--- src/rtl/alu_seq.sv ---
// Sequential ALU with a valid/ready command port and a registered, held result.
// Define ALU_SEQ_MUL_EN to build the iterative shift-add multiplier (codop 8).

// state | meaning
// IDLE  | waiting for a command; in_ready=1
// BUSY  | shift-add multiply in progress (ALU_SEQ_MUL_EN only)
// DONE  | out/flags valid, held until out_ready
module alu_seq #(
    parameter int WIDTH = 16
) (
    input  logic             clk,
    input  logic             rst_n,
    input  logic             in_valid,
    output logic             in_ready,
    input  logic [WIDTH-1:0] a,
    input  logic [WIDTH-1:0] b,
    input  logic [3:0]       codop,
    output logic             out_valid,
    input  logic             out_ready,
    output logic [WIDTH-1:0] out,
    output logic             neg,
    output logic             zero,
    output logic             overflow
);

    localparam int SHW = $clog2(WIDTH);
    localparam int CW  = SHW + 1;

    typedef enum logic [1:0] {
        IDLE = 2'd0,
        DONE = 2'd1
`ifdef ALU_SEQ_MUL_EN
        ,
        BUSY = 2'd2
`endif
    } state_t;

    state_t           state;
    logic [WIDTH-1:0] res_c;
    logic             ovf_c;
    logic [WIDTH:0]   sum_c;
    logic             accept;

`ifdef ALU_SEQ_MUL_EN
    localparam logic [CW-1:0] ITER = CW'(WIDTH);
    logic [2*WIDTH-1:0] mcand;
    logic [2*WIDTH-1:0] acc;
    logic [WIDTH-1:0]   mplier;
    logic [CW-1:0]      cnt;
`endif

    assign in_ready = rst_n && (state == IDLE);
    assign accept   = in_valid && in_ready;

    always_comb begin
        sum_c = {1'b0, a} + {1'b0, b};
        res_c = '0;
        ovf_c = 1'b0;
        case (codop)
            4'd0: begin
                res_c = sum_c[WIDTH-1:0];
                ovf_c = sum_c[WIDTH];
            end
            4'd1: begin
                res_c = b - a;
                ovf_c = (a > b);
            end
            4'd2: res_c = {{(WIDTH-1){1'b0}}, (a > b)};
            4'd3: res_c = a & b;
            4'd4: res_c = a | b;
            4'd5: res_c = a ^ b;
            4'd6: res_c = b << a[SHW-1:0];
            4'd7: res_c = b >> a[SHW-1:0];
            default: begin
                res_c = '0;
                ovf_c = 1'b0;
            end
        endcase
    end

    always_ff @(posedge clk or negedge rst_n) begin
        if (!rst_n) begin
            state     <= IDLE;
            out       <= '0;
            neg       <= 1'b0;
            zero      <= 1'b0;
            overflow  <= 1'b0;
            out_valid <= 1'b0;
`ifdef ALU_SEQ_MUL_EN
            mcand     <= '0;
            acc       <= '0;
            mplier    <= '0;
            cnt       <= '0;
`endif
        end else begin
            case (state)
                IDLE: begin
                    if (accept) begin
`ifdef ALU_SEQ_MUL_EN
                        if (codop == 4'd8) begin
                            state  <= BUSY;
                            mcand  <= {{WIDTH{1'b0}}, a};
                            mplier <= b;
                            acc    <= '0;
                            cnt    <= ITER;
                        end else
`endif
                        begin
                            state     <= DONE;
                            out_valid <= 1'b1;
                            out       <= res_c;
                            neg       <= res_c[WIDTH-1];
                            zero      <= (res_c == '0);
                            overflow  <= ovf_c;
                        end
                    end
                end
`ifdef ALU_SEQ_MUL_EN
                // One multiplier bit per cycle; the terminal-count cycle publishes the product.
                BUSY: begin
                    if (cnt != '0) begin
                        if (mplier[0]) acc <= acc + mcand;
                        mcand  <= mcand << 1;
                        mplier <= mplier >> 1;
                        cnt    <= cnt - CW'(1);
                    end else begin
                        state     <= DONE;
                        out_valid <= 1'b1;
                        out       <= acc[WIDTH-1:0];
                        neg       <= acc[WIDTH-1];
                        zero      <= (acc[WIDTH-1:0] == '0);
                        overflow  <= |acc[2*WIDTH-1:WIDTH];
                    end
                end
`endif
                DONE: begin
                    if (out_ready) begin
                        state     <= IDLE;
                        out_valid <= 1'b0;
                    end
                end
                default: begin
                    state     <= IDLE;
                    out_valid <= 1'b0;
                end
            endcase
        end
    end

endmodule

--- config.mk ---
export PLATFORM = sky130hd
export DESIGN_NAME = alu_seq
export DESIGN_NICKNAME = d
export VERILOG_FILES = /design/src/rtl/alu_seq.sv
export SDC_FILE = /design/constraint.sdc
export NUM_CORES = 1
export LEC_CHECK = 0
export BUFFER_PORTS_ARGS = -buffer_cell sky130_fd_sc_hd__buf_2
export CAP_MARGIN = 20
export CORE_ASPECT_RATIO = 0.6
export CORE_MARGIN = 5
export CORE_UTILIZATION = 56
export CTS_BUF_LIST = sky130_fd_sc_hd__clkbuf_2
export CTS_CLUSTER_DIAMETER = 50
export DETAILED_ROUTE_END_ITERATION = 7
export GPL_TIMING_DRIVEN = 0
export PLACE_DENSITY = 0.78
export SETUP_SLACK_MARGIN = 0.4
export SYNTH_ARGS = -nofsm -noshare
export SYNTH_HDL_FRONTEND = slang
export SYNTH_SLANG_ARGS = --single-unit
--- constraint.sdc ---
create_clock -name clk -period 2.04 [get_ports clk]
set_input_delay 0.102 -clock clk [delete_from_list [all_inputs] [get_ports clk]]
set_output_delay 0.102 -clock clk [all_outputs]
set_load 0.02 [all_outputs]
==> impl_metrics.csv, run 1 <==
group,metric,value,unit
timing,finalWorstSetupSlack,-823,ps
logic_synthesis,syn_nets,702,
logic_synthesis,ys_warn_count,0,
timing,fmax,349,MHz
logic_synthesis,yosys_register_bits,19,
floorplan,die-area,10300,um^2
cts,clock_latency,330,ps
drt,via_count,6140,
cells_and_area,syn2layout_area_growth,36.2,%
cells_and_area,drive_above_1_share,0.384,
critical_path,slowest_delay,500,ps
timing,rsz0062_at_grt,"yes",
drt,wire_per_inst,28.1,um
cts,h-tree-depth,1,
cells_and_area,design_area,6360,um^2
cts,clk_pin_slew,210,ps
cts,clk_path_buf_depth,2,
timing,hold_viol_final,0,
floorplan,start_util,0.583,
run_status,status,"complete, but fails checks",
timing,finalCriticalPeriod,2860,ps
logic_synthesis,synthesis.area,4670,um^2
timing,finalClockSkew,21.6,ps
placement,hpwl,15.8,mm
logic_synthesis,ys_seq_area_frac,0.102,
critical_path,crit_slowest_cell,"clkbuf_1",
logic_synthesis,netlist_instances,605,
critical_path,reg2regPathDepth,9,
drt,drtAntennaViolNets,0,
critical_path,required,2270,ps
flow_run,max_cap_viol_count,0,
run_status,violations,"DRC, setup timing",
floorplan,chipWidth,128,um
critical_path,cpMostUsedCell,"nand4_1",
timing,worst_pin_slew,934,ps
critical_path,critPathTopFamily,"compound AO/OA/AOI/OAI gates",
cts,cts_tree,"built",
cells_and_area,diodes,0,
global_routing,grt-ovfl-total,0,
critical_path,path_max_fanout,10,
logic_synthesis,async_reset_ff_frac,1.00,
power,cellLeakagePower,0.00279,uW
critical_path,timing_worst_setup_path_type,"input port to register",
cells_and_area,layout.nets,803,
timing,fin_hold_ws,324,ps
logic_synthesis,ys.flop_type,"dfrtp_1",
timing,max_slew_margin,0.375,
drt,drcViolationCount,24,
timing,setup_violations,13,
critical_path,path_cells,"buf_2 -> and4bb_2 -> nand2_1 -> clkbuf_1 -> a211oi_1 -> a211oi_2 -> and3_4 -> nand4_1 -> a2111oi_2 -> nand4_1 -> o41ai_2",
cts,clock_sinks,19,
drt,wirelength,22.8,mm
critical_path,path_buf_inv,2,
timing,fin_crit_sh,1.40,
global_routing,antenna_found_initial,0,
floorplan,die_h,80.7,um
critical_path,cp-end-kind,"register",
logic_synthesis,synth_cell_types,83,
placement,io_buffers,59,
power,power.density,403,nW/um^2
cts,cts_buffers,3,
floorplan,pin_count,61,
global_routing,grt_max_degree,20,
drt,drt_iter0_markers,1238,
power,ir_drop,0.215,mV
hold_path,min_path_type,"input port to register",
critical_path,crit_arrival,3090,ps
global_routing,grt_usage,0.408,
floorplan,core,8010,um^2
critical_path,path_depth,11,
global_routing,grt_pass1_vias,5722,
hold_path,min_path_cells,6,
global_routing,grt_pass1_wl,32.5,mm
logic_synthesis,synth_enable_flop_cells,0,
timing,slew_viol_final,0,
placement,placed_area,5360,um^2
placement,place_congestion,1.08,
drt,vias_per_cell,7.55,
floorplan,rows,25,
cts,ctsRootBufferMaster,"clkbuf_2",
logic_synthesis,avgSynthCellArea,7.72,um^2
critical_path,critPathLaunchType,"input port",
drt,drtPass1Iterations,8,
layer usage:
layer | wire (um) | track usage | vias to the layer above | share of wire
met5 | 0 | 0 | - | 0
met4 | 1290 | 0.145 | 0 | 0.057
met3 | 4120 | 0.186 | 179 | 0.18
met2 | 9010 | 0.576 | 691 | 0.40
met1 | 8380 | 0.547 | 2805 | 0.37
li1 | - | - | 2465 | -
area by class of cell:
cell class                 instances  area, um^2
sequential                        19         475
buffer                            42         337
fill                             542        1650
inverter                          49         233
clock buffer                       4        20.0
tap                              108         135
timing repair buffer              96         691
multi-input combinational        495        4470
synthesized netlist by cell type (11+ instances only):
cell,instances,share of area
dfrtp_1,19,0.10
nor2_1,55,0.044
inv_1,47,0.038
nand2_1,50,0.040
mux2_2,15,0.036
ha_1,55,0.15
o21ai_0,34,0.036
a21oi_1,36,0.039
mux2i_1,21,0.045
a211oi_1,13,0.021
nor3_1,11,0.012
mux4_2,11,0.053
nand3_1,11,0.012
clkbuf_1,24,0.019
where the power goes:
| part | leakage [uW] | internal (uW) | switching, uW |
|---|---|---|---|
| clock | 0.0000166 | 51.9 | 128 |
| combinational | 0.00252 | 763 | 1130 |
| sequential | 0.000249 | 444 | 42.3 |
| total | 0.00279 | 1260 | 1300 |
flip-flops by register name (all words and copies together) (netlist names):
name and cells:
out 16, out_valid 1, overflow 1, zero 1
per-stage QoR:
step	instances	setup WS (ps)	power, uW	utilization	TNS [ps]
detailed placement	772	-1420	1910	0.670	-14610
global placement	772	-1420	1870	0.670	-13770
floorplan	605	-561	1440	-	-2500
global route	813	-789	2640	0.794	-5380
CTS	804	-629	2310	0.755	-3250
finish	813	-823	2560	0.794	-5690
tightest hold or removal path: stages:
cell	delay, ps
buf_2	90
nand2_1	130
a221oi_2	70
o2111ai_4	80
nor3_2	50
a21oi_1	100
cell usage in the layout, fill, tap and decap left out, drive strengths merged, types with 4 or more instances in the layout:
master	n
and2	6
o41ai	4
mux2	20
a22o	4
buf	111
nor3	11
nand2	50
nor2	55
nor2b	9
a2111oi	6
a21oi	37
nand4	4
mux2i	21
mux4	11
a221oi	7
o211ai	9
nand3	11
nor3b	4
o21ai	34
a211o	4
a211oi	14
dfrtp	19
ha	55
inv	47
or3	8
a21boi	4
xnor2	6
nand2b	7
o22ai	9
a2bb2oi	6
clkbuf	28
a31oi	9
a21o	4
repair_timing:
action	4_1_cts	5_1_grt
resized for setup	96	60
buffers inserted	25	9
hold buffers	2	0
pin swaps	42	37
hold endpoints to repair	20	0
gates cloned	1	0
endpoints found under the setup margin	19	19
kinds of logic after synthesis:
logic type      count (synthesis)  synth area share
simple gates                  186             0.197
compound gates                193             0.301
flops                          19             0.102
buf+inv                        91            0.0844
mux                            52             0.147
fa+ha+maj                      57             0.156
xor+xnor                        7            0.0131
final timing paths:
kind,start,endpoint,slack [ps]
max,codop[2],zero,-820
min,in_valid,out[4],320
max reg2reg,out_valid,zero,-640
min reg2reg,out[13],out[13],510
max in group asynchronous,rst_n,overflow,1040
min in group asynchronous,rst_n,out[3],420
Power figures use the tool's default switching activity.
==> run 2, diff against run 1 <==
Clock period 2.04 ns to 2.45 ns, I/O delays scaled along.
==> impl_metrics.csv, run 2 (synthesized netlist as in run 1, its figures left out) <==
group,metric,value,unit
timing,fmax,355,MHz
cells_and_area,final_cell_mix,"56 x buf_2, 49 x nand2_1, 47 x nor2_1",
cells_and_area,largest_reg_flops,16,
cts,ctsRootBufferMaster,"clkbuf_2",
timing,worst_pin_slew,975,ps
power,cellLeakagePower,0.00274,uW
cts,clock_latency,390,ps
cells_and_area,max_flop_register,"out",
drt,drt_iter0_markers,976,
global_routing,antenna_found_initial,0,
cells_and_area,diodes,0,
drt,drtPass1Iterations,6,
cells_and_area,layout.nets,801,
cells_and_area,final_common_cell,"buf_2",
placement,place_ws,-934,ps
global_routing,grt_pass1_vias,5579,
global_routing,grt_pass1_wl,32.5,mm
floorplan,pin_count,61,
floorplan,die-area,10300,um^2
global_routing,grt_max_degree,20,
run_status,violations,"setup timing",
cells_and_area,drive_above_1_share,0.376,
critical_path,cp-end-kind,"register",
cells_and_area,postLayoutCoreUtil,0.786,
timing,setup_violations,4,
critical_path,timing_worst_setup_path_type,"input port to register",
timing,rsz0062_at_grt,"yes",
timing,finalWorstSetupSlack,-365,ps
cts,clk_path_buf_depth,2,
power,power.density,334,nW/um^2
timing,fin_crit_sh,1.15,
timing,tns,-587,ps
timing,finalClockSkew,21.3,ps
critical_path,crit_arrival,3110,ps
cts,cts_tree,"built",
floorplan,rows,25,
global_routing,grt_usage,0.411,
placement,io_buffers,59,
floorplan,die_h,80.7,um
cts,cts_buffers,3,
cts,clk_pin_slew,190,ps
critical_path,path_max_fanout,3,
timing,max_slew_margin,0.348,
placement,place_congestion,1.05,
critical_path,required,2750,ps
timing,hold_viol_final,0,
critical_path,critPathLaunchType,"input port",
drt,vias_per_cell,7.40,
placement,hpwl,15.4,mm
floorplan,core,8010,um^2
drt,via_count,5998,
critical_path,r2r_setup_slack,-320,ps
run_status,status,"complete, but fails checks",
cts,h-tree-depth,1,
timing,slew_viol_final,0,
cts,clock_sinks,19,
cells_and_area,syn2layout_area_growth,34.9,%
global_routing,grt-ovfl-total,0,
floorplan,start_util,0.583,
floorplan,chipWidth,128,um
drt,drtAntennaViolNets,0,
drt,drcViolationCount,0,
drt,wirelength,21.9,mm
flow_run,max_cap_viol_count,0,
timing,finalCriticalPeriod,2820,ps
hold_path,min_path_type,"input port to register",
timing,fin_hold_ws,395,ps
power,ir_drop,0.207,mV
drt,wire_per_inst,27.0,um
-- run 2: changes by cell type in the layout (fill, tap and decap cells not counted), sizes merged --
cell      before  now
buf          111  108
inv           47   48
clkbuf        28   30
bufbuf         1    0
clkinvlp       1    0
-- run 2: metrics by stage --
step,power (uW),cell area (um^2),instances
global placement,1540,5310,772
floorplan,1190,4880,605
finish,2110,6300,811
detailed placement,1560,5310,772
CTS,1900,5980,803
global route,2180,6300,811
-- run 2: area by class of cell --
type,instances,area (um^2)
multi-input cells,495,4460
fillers,538,1710
repair buffers,94,663
flip-flops and latches,19,475
plain buffers,42,328
inverters,49,211
well taps,108,135
clock buffers,4,20.0
-- run 2: final timing paths --
| kind | start | end | cells past startpoint |
|---|---|---|---|
| max | a[1] | zero | 15 |
| min | a[15] | overflow | 5 |
| max reg2reg | out_valid | zero | 9 |
| min reg2reg | out[11] | out[11] | 2 |
| max in group asynchronous | rst_n | overflow | 2 |
| min in group asynchronous | rst_n | out[2] | 2 |
-- run 2: critical path, cell delays in order --
cell and delay, ps:
buf_8 70, buf_8 110, buf_12 130, inv_8 40, buf_6 110, fa_2 520
mux2i_1 70, a22o_1 210, a211oi_2 140, o211ai_1 240, nor4_2 240, nand4_1 260
a2111oi_2 400, nand4_1 150, o41ai_2 280
-- run 2: timing repair --
action	4_1_cts	5_1_grt
resized for setup	101	68
setup buffers	25	8
cloned	0	0
hold buffers	2	0
hold endpoints to repair	20	0
pin swaps	38	33
endpoints found under the setup margin	14	17
-- run 2: power by group --
| part | internal (uW) | switching, uW | total, uW |
|---|---|---|---|
| registers | 369 | 31.0 | 400 |
| logic | 625 | 913 | 1540 |
| clock network | 42.9 | 124 | 167 |
-- run 2: per-layer routing --
metal  part of all wire  vias to the layer above  track usage  routed length [um]
li1                   -                     2462            -                   -
met1               0.38                     2795        0.575                8340
met2               0.39                      615        0.586                8560
met3               0.18                      126        0.172                4030
met4              0.045                        0       0.0943                 994
met5                  0                        -            0                   0
